$ cat src/rtl/aecho_pkg.sv
// Shared types and default widths for the aecho datapath.
package aecho_pkg;

  typedef enum logic [1:0] {
    IDLE = 2'd0,
    HOLD = 2'd1,
    SEND = 2'd2
  } state_e;

  localparam int DATA_WIDTH_DEF    = 32;
  localparam int DELAY_WIDTH_DEF   = 8;
  localparam int HEARD_COUNT_WIDTH = 32;

endpackage

$ cat src/rtl/delay_counter.sv
// Loadable down-counter; done flags the last counting cycle (value==1).
module delay_counter #(
  parameter int WIDTH = 8
) (
  input  logic             clk,
  input  logic             rst_n,
  input  logic             load_i,
  input  logic [WIDTH-1:0] load_val_i,
  input  logic             en_i,
  output logic             done_o
);

  logic [WIDTH-1:0] count_q, count_d;

  always_comb begin
    count_d = count_q;
    if (load_i) begin
      count_d = load_val_i;
    end else if (en_i && (count_q != '0)) begin
      count_d = count_q - WIDTH'(1);
    end
  end

  always_ff @(posedge clk or negedge rst_n) begin
    if (!rst_n) begin
      count_q <= '0;
    end else begin
      count_q <= count_d;
    end
  end

  assign done_o = (count_q == WIDTH'(1));

endmodule

$ cat src/rtl/echo_responder.sv
// Drains one word from the echo request FIFO, holds it for a programmable
// delay, then delivers it through the heard indication and counts deliveries.
//
// state | meaning
// IDLE  | waiting for a FIFO head word; delay register writable
// HOLD  | word captured, counting down the programmed delay
// SEND  | presenting the word on ind_heard_v until the sink accepts
module echo_responder
  import aecho_pkg::*;
#(
  parameter int DATA_WIDTH  = DATA_WIDTH_DEF,
  parameter int DELAY_WIDTH = DELAY_WIDTH_DEF,
  parameter int COUNT_WIDTH = HEARD_COUNT_WIDTH
) (
  input  logic                   CLK,
  input  logic                   nRST,
  input  logic                   fifo_first__RDY,
  input  logic [DATA_WIDTH-1:0]  fifo_first,
  input  logic                   fifo_deq__RDY,
  output logic                   fifo_deq__ENA,
  input  logic                   ind_heard__RDY,
  output logic                   ind_heard__ENA,
  output logic [DATA_WIDTH-1:0]  ind_heard_v,
  output logic                   setDelay__RDY,
  input  logic                   setDelay__ENA,
  input  logic [DELAY_WIDTH-1:0] setDelay_v,
  output logic [COUNT_WIDTH-1:0] heard_count
);

  state_e                 state_q, state_d;
  logic [DATA_WIDTH-1:0]  held_q, held_d;
  logic [DELAY_WIDTH-1:0] delay_cfg_q, delay_cfg_d;
  logic [COUNT_WIDTH-1:0] heard_count_q, heard_count_d;
  logic                   cnt_load;
  logic                   cnt_done;

  // nRST gating keeps the dequeue strobe quiet while reset is held.
  assign fifo_deq__ENA  = nRST && (state_q == IDLE) && fifo_first__RDY && fifo_deq__RDY;
  assign ind_heard__ENA = (state_q == SEND) && ind_heard__RDY;
  assign ind_heard_v    = (state_q == SEND) ? held_q : '0;
  assign setDelay__RDY  = (state_q == IDLE);
  assign heard_count    = heard_count_q;

  // Capture uses the delay already in place, even if a write lands this cycle.
  assign cnt_load = fifo_deq__ENA && (delay_cfg_q != '0);

  delay_counter #(
    .WIDTH(DELAY_WIDTH)
  ) u_delay_counter (
    .clk        (CLK),
    .rst_n      (nRST),
    .load_i     (cnt_load),
    .load_val_i (delay_cfg_q),
    .en_i       (state_q == HOLD),
    .done_o     (cnt_done)
  );

  always_comb begin
    state_d       = state_q;
    held_d        = held_q;
    delay_cfg_d   = delay_cfg_q;
    heard_count_d = heard_count_q;

    if (setDelay__ENA && setDelay__RDY) begin
      delay_cfg_d = setDelay_v;
    end

    unique case (state_q)
      IDLE: begin
        if (fifo_deq__ENA) begin
          held_d  = fifo_first;
          state_d = (delay_cfg_q == '0) ? SEND : HOLD;
        end
      end
      HOLD: begin
        if (cnt_done) begin
          state_d = SEND;
        end
      end
      SEND: begin
        if (ind_heard__ENA) begin
          heard_count_d = heard_count_q + COUNT_WIDTH'(1);
          state_d       = IDLE;
        end
      end
      default: state_d = IDLE;
    endcase
  end

  always_ff @(posedge CLK or negedge nRST) begin
    if (!nRST) begin
      state_q       <= IDLE;
      held_q        <= '0;
      delay_cfg_q   <= '0;
      heard_count_q <= '0;
    end else begin
      state_q       <= state_d;
      held_q        <= held_d;
      delay_cfg_q   <= delay_cfg_d;
      heard_count_q <= heard_count_d;
    end
  end

endmodule

$ cat config.mk
export PLATFORM = sky130hd
export DESIGN_NAME = echo_responder
export DESIGN_NICKNAME = d
export VERILOG_FILES = /design/src/rtl/aecho_pkg.sv /design/src/rtl/delay_counter.sv /design/src/rtl/echo_responder.sv
export SDC_FILE = /design/constraint.sdc
export NUM_CORES = 1
export LEC_CHECK = 0
export BUFFER_PORTS_ARGS = -buffer_cell sky130_fd_sc_hd__buf_2
export CORE_UTILIZATION = 49
export CTS_BUF_LIST = sky130_fd_sc_hd__clkbuf_8
export CTS_CLUSTER_SIZE = 30
export DETAILED_ROUTE_END_ITERATION = 16
export PLACE_DENSITY = 0.87
export SYNTH_ARGS = -nofsm -noshare
export SYNTH_HDL_FRONTEND = slang
export SYNTH_HIERARCHICAL = 1
export SYNTH_SLANG_ARGS = --single-unit
$ cat constraint.sdc
create_clock -name CLK -period 2.13 [get_ports CLK]
set_clock_uncertainty 0.2 [all_clocks]
set_input_delay 0.213 -clock CLK [delete_from_list [all_inputs] [get_ports CLK]]
set_output_delay 0.213 -clock CLK [all_outputs]
set_load 0.05 [all_outputs]
After elaboration in Yosys (flattened, before gate mapping)
Index checks and enable logic that the tools add are counted.

Reduce and logical (&&, ||, !) cells: 15. Mux-type cells: 8. Add/sub/neg operators: 2. Eq/ne operators: 6.

Operators with widths (count): 32-bit by 1-bit adder with 32-bit output, second input constant (1); 32-bit two-way mux (1); 8-bit two-way mux (2); 8-bit nonzero test (2); 8-bit by 1-bit equality test with 1-bit output, second input constant (1); 8-bit zero test (1); 2-bit two-way mux (4); 8-bit by 1-bit subtractor with 8-bit output, second input constant (1); 1-bit logical AND (7); 2-bit inequality test, second input constant (3); 2-bit one-hot mux with 3 select lines (1); 2-bit AND reduction (2); 3-bit AND reduction (1); 2-bit by 1-bit equality test with 1-bit output, second input constant (1); 2-bit equality test, second input constant (1); 2-bit zero test (1); 2-bit nonzero test (1).

Bits of input ports: 46. Register bits after elaboration: 82. Output and inout port bits: 67. Logic and storage cells: 36.

Longest topological paths before layout
Depth in word-level cells: 6. Mapped depth: 8. Gate-level depth less buffers: 7.

Cells and area by module
The synthesis kept the hierarchy.

Modules (own cells, without submodules): echo_responder (area an instance 3348.2 µm², cells an instance 273, instances 1, sequential area each 1851.8 µm²); delay_counter (area an instance 574.3 µm², cells an instance 64, instances 1, sequential area each 200.2 µm²).

Worst setup path before layout
No wires, ideal clock.

Path type: register -> register. Start: register state_q[1]. End: register delay_cfg_q[0]. Setup slack: -0.232 ns. Path buffers: 2. Cell stages (with the launch flop): 6. Library setup time: 0.125 ns. Data required time: 1.805 ns. Clock period less this slack: 2.362 ns. Data arrival time: 2.037 ns. Path through: dfrtp_1 > buf_4 > nor2_1 > and2_1 > clkbuf_1 > mux2_2.

Word-level cells in the longest chain between the ends: 2.

RTL lines: start, declared (line echo_responder.sv:30) `state_e state_q, state_d;`; start signal, assigned (line echo_responder.sv:97) `state_q <= state_d;`; 2-bit zero test (line echo_responder.sv:41) `assign setDelay__RDY = (state_q == IDLE);`; net setDelay__RDY (line echo_responder.sv:24) `output logic setDelay__RDY,`; 1-bit logical AND (line echo_responder.sv:64) `if (setDelay__ENA && setDelay__RDY) begin`; end signal, assigned (line echo_responder.sv:99) `delay_cfg_q <= delay_cfg_d;`; end, declared (line echo_responder.sv:32) `logic [DELAY_WIDTH-1:0] delay_cfg_q, delay_cfg_d;`.

The timed path passes the listed nets, and every way through them passes these cells. A chain may end at the register's enable or synchronous reset.

Worst setup path in the final report
Start: input port nRST. End: output port fifo_deq__ENA.

Word-level cells in the longest chain between the ends: 3.

RTL lines: start, declared (line echo_responder.sv:16) `input logic nRST,`; 1-bit logical AND (3 in a row) (line echo_responder.sv:38) `assign fifo_deq__ENA = nRST && (state_q == IDLE) && fifo_first__RDY && fifo_deq__RDY;`; end, declared (line echo_responder.sv:20) `output logic fifo_deq__ENA,`.

Every way passes these cells.

==> impl_results.md <==
* CP Class: primary input to output pin
* Worst Hold Launch: fifo_deq__RDY
* Total track usage at 24.5%
* Row count at 32
* CP startpoint: nRST
* Hold WC Path Type: primary input to register
* Status: complete, no violations
* Io pins at 113
* Max-Cap Viols at 0
* Die area at 8370 sq um
* Total Power at 4.77 mW
* Post-DP Area at 4730 sq um
* Nets at 559
* Slew @ Worst Pin at 1.05 ns
* Pre-CTS setup slack at -0.0989 ns
* Initial antenna violation count at 0
* Final cell count without fillers at 616
* # DRC at 0
* Slew margin rel. at 30.2%
* Clock slew seen by the registers of the worst setup and hold paths at 0.09 ns
* Primary FF master, synth: dfrtp_1
* Slew Viols, Final at 0
* Final Cell Area at 5560 sq um
* Seq/Total Area, Yosys at 52.3%
* Hpwl dp at 6120 um
* DRT iter0 DRCs at 164
* Mean Syn Cell Area at 11.6 sq um
* Commonest non-fill, non-tap cell in the layout: buf_2
* Vias at 3,254
* Routed vias/inst at 5.28
* H-tree depth at 3
* FMAX at 0.481 GHz
* CTS tree: built
* Endpoints failing hold at 0
* Fill cell count at 505
* Cts bufs inserted at 9
* Total leakage power at 2.65 nW
* Critical R2R Launch: state_q[1]
* Multi-input gate area at 1830 sq um
* Antenna Nets Post-Route at 0
* Worst setup SP type: primary input
* Largest net degree at the start of global routing at 83
* Most frequent cells in the layout: buf_2, dfrtp_1, dlygate4sd3_1
* PD cells at 858 nW/um^2
* Syn_nets at 387
* IO Port Bufs at 112
* Die Span Y at 91.5 um
* Crit path arrival time at 1.67 ns
* Sinks on Clock Net at 82
* WP data required at 1.72 ns
* Vias in the first global route at 3,320
* Register area at 2060 sq um
* Area grow syn2layout at 41.8%
* Count of different cell masters after synthesis at 48
* Layout cells sized above 1 at 42.6%
* CTS root buf: clkbuf_8
* Minimum clock period after layout at 2.08 ns
* Post-synth EDFFs at 0
* Core Area at 7730 sq um
* Starting Density at 50.8%
* First-pass GRT wire length at 16,100 um
* Yosys warnings at 6
* Setup WS post-layout at 0.0508 ns
* Placed cells at 557
* Routability cong. at 0.823
* Yosys reg bits at 82
* Die width at 91.5 um
* RSZ-0062 raised after global routing: false
* Clk buf depth at 2
* Post-Syn Area at 3920 sq um
* Drt total wl at 10,100 um
* Fraction of registers with async set/reset at 100%
* GRT overflow at 0
* Final worst-path cycle share at 97.6%
* Syn Inst Count at 337
* DRT Pass-1 Iters at 4
* Routed WL per cell at 16.4 um
* Ant. Diodes at 0
* Worst skew pair latency at 0.35 ns
* CP max FO at 2
* Peak VDD IR at 0.393 mV
* Setup-violating endpoint count in the final report at 0
* CP Capture Type: output pin
[state kept, by name, summed over array words and instances, names as in the netlist]
| name | flops |
|---|---|
| delay_cfg_q | 8 |
| heard_count | 32 |
| held_q | 32 |
| state_q | 2 |
| u_delay_counter/count_q | 8 |
[cells by family after synthesis]
kind of cell,count (synthesis),synth area share [%]
buffers and inverters,23,2.52
and+or+nand+nor,133,20.8
xor gates and xnor gates,31,6.92
AOI/OAI and AO/OA,23,4.40
muxes,41,11.8
DFF,82,52.3
adders and majority gates,4,1.28
[per-layer routing]
metal / vias up / share of wire [%] / GRT usage [%] / wire [um]
li1: 1530 / - / - / -
met1: 1607 / 44 / 31.2 / 4490
met2: 105 / 50 / 42.2 / 5040
met3: 12 / 4.3 / 3.77 / 430
met4: 0 / 1.4 / 8.73 / 145
met5: - / 0 / 0 / 0
[critical path, stage by stage]
cell           delay (ns)
dlygate4sd3_1        0.56
buf_4                0.12
nand3_1              0.09
or3_1                0.37
inv_1                0.08
clkbuf_4             0.23
[report_power, final]
| part | internal [mW] | switching [mW] | total (mW) |
|---|---|---|---|
| sequential | 2.03 | 0.325 | 2.35 |
| clock | 0.553 | 0.599 | 1.15 |
| combinational | 0.717 | 0.553 | 1.27 |
| total | 3.30 | 1.48 | 4.77 |
[timing repair]
item | 4_1_cts | 5_1_grt
hold endpoints to repair | 123 | 0
hold buffers | 42 | 0
cloned | 0 | 0
gates resized for setup | 3 | 91
pin swaps | 0 | 2
buffers inserted | 0 | 1
endpoints found under the setup margin | 9 | 44
[per-stage QoR]
stage | setup TNS [ns] | hold WS (ns) | utilization (%)
after global placement | 0 | 0.246 | 61.2
after global routing | 0 | 0.205 | 72.0
after detailed placement | -0.296 | 0.249 | 61.2
after floorplan | 0 | -0.283 | -
after CTS | -0.0121 | 0.116 | 69.3
final | 0 | 0.203 | 72.0
[final timing paths]
kind	slack (ns)	depth (start not counted)	end
setup / recovery	0.05	6	fifo_deq__ENA
hold / removal	0.20	5	state_q[0]
setup reg to reg	0.08	5	u_delay_counter/count_q[7]
hold reg to reg	0.28	1	heard_count[31]
max in group asynchronous	0.45	3	heard_count[9]
min in group asynchronous	0.50	3	delay_cfg_q[5]
[cell type report]
class                           count  share of cell area [%]
Clock buffer                        9                    2.23
Clock inverter                      7                    1.37
Inverter                           10                   0.675
Multi-Input combinational cell    232                    32.9
Sequential cell                    82                    37.1
Tap cell                          102                    2.29
Timing Repair Buffer              174                    23.4
[synth_stat cells, types with 2 or more instances]
cell      number  area share [%]
nand3_1       11             1.4
a2111o_1       3            0.86
a31oi_1        3            0.48
xor2_1         8             1.8
o211ai_1       5            0.96
or4_1          4            0.77
and2_1        34             5.4
a21oi_1        4            0.51
inv_1         10            0.96
dfrtp_1       82              52
nor4_4         2             1.1
and4_1         2            0.45
nand2b_1       2            0.32
or3_1          2            0.32
mux2_2        41              12
nor3_1         5            0.64
nor2_1        12             1.1
xnor2_1       23             5.1
ha_1           4             1.3
nor4_1         5            0.80
nand2_1       26             2.5
nor3b_1        4            0.77
clkbuf_1      10            0.96
nand4_1       10             1.6
or4b_2         2            0.51
(Power assumes the default switching activity.)
